$ cat src/rtl/ps2_pkg.sv
// rtl/ps2_pkg.sv - shared states, PS/2 command/response bytes and frame bit positions
package ps2_pkg;

  typedef enum logic [3:0] {
    ST_SEND_RST,
    ST_WAIT_TX,
    ST_ACK1,
    ST_BAT,
    ST_ID,
    ST_SEND_EN,
    ST_ACK2,
    ST_B0,
    ST_B1,
    ST_B2,
    ST_FAIL
  } state_t;

  localparam logic [7:0] CMD_RESET  = 8'hFF;
  localparam logic [7:0] CMD_ENABLE = 8'hF4;
  localparam logic [7:0] RSP_ACK    = 8'hFA;
  localparam logic [7:0] RSP_BAT    = 8'hAA;
  localparam logic [7:0] RSP_ID     = 8'h00;

  localparam int FRM_START  = 10;
  localparam int FRM_D0     = 9;
  localparam int FRM_PARITY = 1;
  localparam int FRM_STOP   = 0;

endpackage

$ cat src/rtl/ps2_frame_check.sv
// rtl/ps2_frame_check.sv - extracts the data byte from a raw PS/2 frame and flags framing/parity validity
module ps2_frame_check
  import ps2_pkg::*;
(
  input  logic [10:0] rx_frame,
  output logic [7:0]  data,
  output logic        good
);

  always_comb begin
    data = '0;
    for (int i = 0; i < 8; i++) begin
      data[i] = rx_frame[FRM_D0 - i];
    end
    // odd parity: data bits plus parity bit must contain an odd number of ones
    good = !rx_frame[FRM_START] && rx_frame[FRM_STOP] && ((^data) ^ rx_frame[FRM_PARITY]);
  end

endmodule

$ cat src/rtl/ps2_mouse_ctrl.sv
// rtl/ps2_mouse_ctrl.sv - brings a PS/2 mouse into stream mode and decodes 3-byte movement packets
module ps2_mouse_ctrl
  import ps2_pkg::*;
#(
  parameter int INIT_TIMEOUT = 50_000_000,
  parameter int BYTE_TIMEOUT = 50_000,
  parameter int MAX_RETRY    = 3
) (
  input  logic        qzt_clk,
  input  logic        reset,
  input  logic [10:0] rx_frame,
  input  logic        rx_done,
  input  logic        rx_err,
  output logic        rx_enable,
  output logic [7:0]  tx_byte,
  output logic        tx_start,
  input  logic        tx_busy,
  output logic [2:0]  pkt_buttons,
  output logic [8:0]  pkt_dx,
  output logic [8:0]  pkt_dy,
  output logic [1:0]  pkt_ovf,
  output logic        pkt_valid,
  output logic        ready,
  output logic        fail
);

  state_t      state_q, state_d;
  logic        en_phase_q, en_phase_d;
  logic        seen_busy_q, seen_busy_d;
  logic [7:0]  retry_q, retry_d;
  logic [31:0] cnt_q, cnt_d;
  logic [7:0]  b0_q, b0_d, b1_q, b1_d;
  logic [7:0]  tx_byte_q, tx_byte_d;
  logic [2:0]  pkt_buttons_q, pkt_buttons_d;
  logic [8:0]  pkt_dx_q, pkt_dx_d, pkt_dy_q, pkt_dy_d;
  logic [1:0]  pkt_ovf_q, pkt_ovf_d;
  logic        pkt_valid_q, pkt_valid_d;

  logic [7:0]  rx_data;
  logic        rx_good;
  logic [7:0]  retry_inc;
  logic        init_to, byte_to;
  logic        tx_start_c, rx_en_c, ready_c, fail_c;
  logic [7:0]  tx_byte_c, exp_rsp;
  state_t      next_ok;

  ps2_frame_check u_frame_check (
    .rx_frame (rx_frame),
    .data     (rx_data),
    .good     (rx_good)
  );

  assign retry_inc = retry_q + 8'd1;
  assign init_to   = (cnt_q >= 32'(INIT_TIMEOUT));
  assign byte_to   = (cnt_q >= 32'(BYTE_TIMEOUT));

  always_comb begin
    state_d       = state_q;
    en_phase_d    = en_phase_q;
    seen_busy_d   = seen_busy_q;
    retry_d       = retry_q;
    b0_d          = b0_q;
    b1_d          = b1_q;
    tx_byte_d     = tx_byte_q;
    pkt_buttons_d = pkt_buttons_q;
    pkt_dx_d      = pkt_dx_q;
    pkt_dy_d      = pkt_dy_q;
    pkt_ovf_d     = pkt_ovf_q;
    pkt_valid_d   = 1'b0;
    tx_start_c    = 1'b0;
    tx_byte_c     = tx_byte_q;
    rx_en_c       = 1'b0;
    ready_c       = 1'b0;
    fail_c        = 1'b0;
    exp_rsp       = RSP_ACK;
    next_ok       = ST_BAT;

    case (state_q)
      ST_SEND_RST, ST_SEND_EN: begin
        tx_byte_c = (state_q == ST_SEND_RST) ? CMD_RESET : CMD_ENABLE;
        if (!tx_busy) begin
          tx_start_c  = 1'b1;
          tx_byte_d   = tx_byte_c;
          en_phase_d  = (state_q == ST_SEND_EN);
          seen_busy_d = 1'b0;
          state_d     = ST_WAIT_TX;
        end
      end
      ST_WAIT_TX: begin
        if (tx_busy) begin
          seen_busy_d = 1'b1;
        end else if (seen_busy_q) begin
          state_d = en_phase_q ? ST_ACK2 : ST_ACK1;
        end
      end
      ST_ACK1, ST_BAT, ST_ID, ST_ACK2: begin
        rx_en_c = 1'b1;
        ready_c = (state_q == ST_ACK2);
        case (state_q)
          ST_BAT:  begin exp_rsp = RSP_BAT; next_ok = ST_ID;      end
          ST_ID:   begin exp_rsp = RSP_ID;  next_ok = ST_SEND_EN; end
          ST_ACK2: begin exp_rsp = RSP_ACK; next_ok = ST_B0;      end
          default: begin exp_rsp = RSP_ACK; next_ok = ST_BAT;     end
        endcase
        // rx_err beats rx_done; rx_done beats a timeout on the same cycle
        if (rx_err || (rx_done && !(rx_good && rx_data == exp_rsp)) || (!rx_done && init_to)) begin
          retry_d = retry_inc;
          state_d = (retry_inc >= 8'(MAX_RETRY)) ? ST_FAIL : ST_SEND_RST;
        end else if (rx_done) begin
          state_d = next_ok;
        end
      end
      ST_B0: begin
        rx_en_c = 1'b1;
        ready_c = 1'b1;
        if (rx_done && !rx_err && rx_good && rx_data[3]) begin
          b0_d    = rx_data;
          state_d = ST_B1;
        end
      end
      ST_B1, ST_B2: begin
        rx_en_c = 1'b1;
        ready_c = 1'b1;
        if (rx_err || (rx_done && !rx_good) || (!rx_done && byte_to)) begin
          state_d = ST_B0;
        end else if (rx_done && state_q == ST_B1) begin
          b1_d    = rx_data;
          state_d = ST_B2;
        end else if (rx_done) begin
          pkt_buttons_d = b0_q[2:0];
          pkt_dx_d      = {b0_q[4], b1_q};
          pkt_dy_d      = {b0_q[5], rx_data};
          pkt_ovf_d     = {b0_q[7], b0_q[6]};
          pkt_valid_d   = 1'b1;
          state_d       = ST_B0;
        end
      end
      ST_FAIL: begin
        fail_c = 1'b1;
      end
      default: begin
        state_d = ST_SEND_RST;
      end
    endcase

    if (rx_done || state_d != state_q) begin
      cnt_d = '0;
    end else if (cnt_q != '1) begin
      cnt_d = cnt_q + 32'd1;
    end else begin
      cnt_d = cnt_q;
    end
  end

  always_ff @(posedge qzt_clk) begin
    if (reset) begin
      state_q       <= ST_SEND_RST;
      en_phase_q    <= 1'b0;
      seen_busy_q   <= 1'b0;
      retry_q       <= '0;
      cnt_q         <= '0;
      b0_q          <= '0;
      b1_q          <= '0;
      tx_byte_q     <= '0;
      pkt_buttons_q <= '0;
      pkt_dx_q      <= '0;
      pkt_dy_q      <= '0;
      pkt_ovf_q     <= '0;
      pkt_valid_q   <= 1'b0;
    end else begin
      state_q       <= state_d;
      en_phase_q    <= en_phase_d;
      seen_busy_q   <= seen_busy_d;
      retry_q       <= retry_d;
      cnt_q         <= cnt_d;
      b0_q          <= b0_d;
      b1_q          <= b1_d;
      tx_byte_q     <= tx_byte_d;
      pkt_buttons_q <= pkt_buttons_d;
      pkt_dx_q      <= pkt_dx_d;
      pkt_dy_q      <= pkt_dy_d;
      pkt_ovf_q     <= pkt_ovf_d;
      pkt_valid_q   <= pkt_valid_d;
    end
  end

  // state-decoded outputs are held low while reset is asserted
  assign tx_start    = tx_start_c & ~reset;
  assign tx_byte     = reset ? 8'h00 : tx_byte_c;
  assign rx_enable   = rx_en_c & ~reset;
  assign ready       = ready_c & ~reset;
  assign fail        = fail_c & ~reset;
  assign pkt_buttons = pkt_buttons_q;
  assign pkt_dx      = pkt_dx_q;
  assign pkt_dy      = pkt_dy_q;
  assign pkt_ovf     = pkt_ovf_q;
  assign pkt_valid   = pkt_valid_q;

endmodule
$ cat config.mk
export PLATFORM = sky130hd
export DESIGN_NAME = ps2_mouse_ctrl
export DESIGN_NICKNAME = d
export VERILOG_FILES = /design/src/rtl/ps2_pkg.sv /design/src/rtl/ps2_frame_check.sv /design/src/rtl/ps2_mouse_ctrl.sv
export SDC_FILE = /design/constraint.sdc
export NUM_CORES = 1
export LEC_CHECK = 0
export ABC_AREA = 1
export ABC_CLOCK_PERIOD_IN_PS = 2300
export CORE_MARGIN = 2
export CORE_UTILIZATION = 50
export DETAILED_ROUTE_END_ITERATION = 16
export MAX_ROUTING_LAYER = met4
export PLACE_DENSITY = 0.72
export SYNTH_ARGS = -nofsm -noshare
export SYNTH_HDL_FRONTEND = slang
export SYNTH_HIERARCHICAL = 1
export SYNTH_SLANG_ARGS = --single-unit
$ cat constraint.sdc
create_clock -name qzt_clk -period 2.3 [get_ports qzt_clk]
set_input_delay 0.23 -clock qzt_clk [delete_from_list [all_inputs] [get_ports qzt_clk]]
set_output_delay 0.23 -clock qzt_clk [all_outputs]
set_load 0.02 [all_outputs]
==> key figures <==
Hold path
  – Worst Hold Launch: rx_frame[2]
  – Worst hold-check path type: in -> reg

Floorplanning
  – Core area: 0.00933 sq mm
  – Chip height: 102 um
  – IO Pins: 52
  – Die ar.: approximately 0.010 sq mm
  – Die Span X: 102 um
  – Row cnt: 35
  – Initial core utilization: 0.518

Route
  – DR DRC count: 0
  – Post-route ant nets: 0
  – Detailed Route Iter0 Violations: 197
  – Drt via density: 5.03
  – DR WL/cell: 13.4 um
  – Via Count: 4752
  – Pre-Repair DR Iteration Count: 4
  – Drt total wl: 12600 um

Pwr
  – Sw Share: 0.290
  – Internal Power: 2.09 mW
  – Total power: 2.95 mW
  – VDD IR max: 358 uV
  – Psw: approximately 0.86 mW
  – Logic pwr share: 0.117
  – Cell Pwr Density: 465 mW/mm^2
  – Leak pwr: 2.53 nW
  – Seq pwr share: 0.516
  – Clock network power share: 0.367

STA
  – Period utilization: 0.975
  – Final Slew Violations: 0
  – Final hold slack: 248 ps
  – Worst Tran Pin Value: 477 ps
  – RSZ-0062 raised after global routing: yes
  – Maximum clock frequency: between 400 and 500 MHz
  – Clk_skew: around 26 ps
  – Post-route setup slack: 58.4 ps
  – Total Neg Setup Slack: 0 ps
  – Hold Fails Final Rpt: 0
  – Fin crit period: 2240 ps
  – Final setup fails: 0
  – Max-Slew Margin vs Limit: 0.679

Worst setup path
  – Crit path arrival time: 2540 ps
  – Worst Path Required: 2600 ps
  – CP delay by family, top: simple AND/OR/NAND/NOR gates
  – Largest driver fanout on the critical path: 7
  – Crit. End Element: flop
  – Crit start category: flop
  – Critical path class: reg -> reg
  – Crit path launch: state_q[3]
  – Slowest stage delay, CP: 370 ps
  – Reg2reg start: state_q[3]
  – Slowest stage cell, crit path: dfxtp_2
  – Critical path cell sequence: nor2_1 > inv_1 > nor3_2 > nor2_2 > nor3_1 > nor2_1 > buf_4 > nand4_1 > nand3_2 > nor2_4 > nand2_8 > clkbuf_16 > nor2_2
  – Buf/Inv on CP: 3

Yosys
  – Fraction of registers with async set/reset: 0
  – Largest cells by area after synthesis: dfxtp_1, nand2_1, nor2_1
  – Synth warn: 6
  – Top cell type's share of synthesized area: 0.361
  – Netlist cell types: 32
  – Most frequent cell after synthesis: nand2_1
  – Synthesized area: 0.00483 sq mm
  – Register bit total from synthesis: 87
  – Post-synth top cells: nand2_1, nor2_1, inv_1, dfxtp_1, a21oi_1
  – Post-synth EDFFs: 0
  – Cell accounting for the most synthesized area: dfxtp_1
  – Sequential fraction of the synthesis area: 0.361
  – Top FF cell, synth: dfxtp_1
  – Cell count after synthesis: 721
  – Syn_nets: around 740
  – Synth Area per Inst: 6.70 sq um

Job
  – Max-cap violations: 0

Place
  – Place WS: -659 ps
  – I/O Buffers: 51
  – DP HPWL: 8990 um
  – GP Congestion: 0.951

Clock network
  – Clock sink count: between 80 and 90
  – Longest Clk Path Bufs: 2
  – H-tree levels: 3
  – CTS tree: built
  – Reg clk slew, reported paths: 110 ps
  – Clock root cell: clkbuf_8
  – CTS Buf Count: 9
  – Worst-skew pair later-pin latency: approximately 360 ps

Status
  – Status: completed

Global routing
  – Initial antenna violation count: 0
  – Largest net degree at the start of global routing: 49
  – Total grt overflow: 0
  – Vias in the first global route: 4616
  – Total GRT Usage: 0.251
  – First-pass GRT wire length: 20600 um

Cells and area
  – Diodes inserted: 0
  – Area delta synth->final: 31.1%
  – Fraction of layout cells with a size suffix above 1: 0.259
  – Fin nets: 830
-- cell families (layout without fill, tap and decap cells) --
kind of cell,Yosys count,count (layout),share of synthesized area
flops,87,87,0.361
compound gates,111,111,0.117
fa+ha+maj,4,4,0.0104
buf+inv,131,225,0.118
simple gates,352,352,0.328
xor+xnor,36,36,0.0668
-- placed cells by master, fill, tap and decap left out, types with 21 or more instances in the layout --
master and instances:
inv_1 91, nand3_1 21, dfxtp_1 69, a21oi_1 49, nand2_1 108, buf_4 53, clkdlybuf4s50_1 29, o21ai_0 51
nor2_1 95, nand2_2 26, nor2_2 31, xor2_1 23
-- layer usage --
metal / GRT usage / up-vias / routed length, um / part of all wire
met4: 0.0656 / 0 / 246 / 0.019
met1: 0.298 / 2166 / 5440 / 0.43
met5: - / - / 0 / 0
li1: - / 2444 / - / -
met2: 0.438 / 118 / 6420 / 0.51
met3: 0.0431 / 24 / 520 / 0.041
-- final timing paths --
kind,cells after the start,to,slack (ps)
worst min-delay path,4,b0_q[7],250
worst max register to register,13,cnt_q[21],60
worst min register to register,2,b1_q[2],450
worst max-delay path,13,cnt_q[21],60
-- state kept, by name (all words and copies together) (netlist names) --
name         count
pkt_valid        1
tx_byte_q        2
retry_q          8
pkt_ovf          2
b1_q             8
pkt_buttons      3
cnt_q           32
en_phase_q       1
pkt_dx           9
state_q          4
b0_q             7
pkt_dy           9
seen_busy_q      1
-- through the flow --
step	utilization	cells	instance area (sq um)
after floorplan	-	721	4830
after global placement	0.614	921	5730
after detailed placement	0.614	921	5730
after CTS	0.647	939	6040
after global routing	0.679	944	6330
final	0.679	944	6330
-- power by group through the flow --
stage | logic [mW] | clock network, mW | registers (mW)
after CTS | 0.308 | 1.11 | 1.52
after detailed placement | 0.291 | 0 | 1.56
after global routing | 0.376 | 1.18 | 1.52
final | 0.346 | 1.08 | 1.52
after global placement | 0.286 | 0 | 1.56
after floorplan | 0.187 | 0 | 1.55
-- what timing repair did --
action                                 CTS  global route
gates resized for setup                 42           111
pin swaps                                9            38
hold buffers                             0             0
setup endpoints to repair               71            41
cloned                                   2             1
endpoints found under the hold margin    0             0
setup buffers                            0             4
-- worst reg2reg max path: cells and delay by family, from the launching register on --
kind / cells / cell delay, ps
buf+inv: 3 / 430
simple gates: 10 / 1380
flops: 1 / 370
-- final cells by class --
cell class	instances	area, sq um
clock buffer	9	124
tap	129	161
timing repair buffer	110	1000
clock inverter	7	86.3
fill	828	3000
multi-input combinational	503	2820
inverter	99	374
sequential	87	1770
Power figures use the tool's default switching activity.
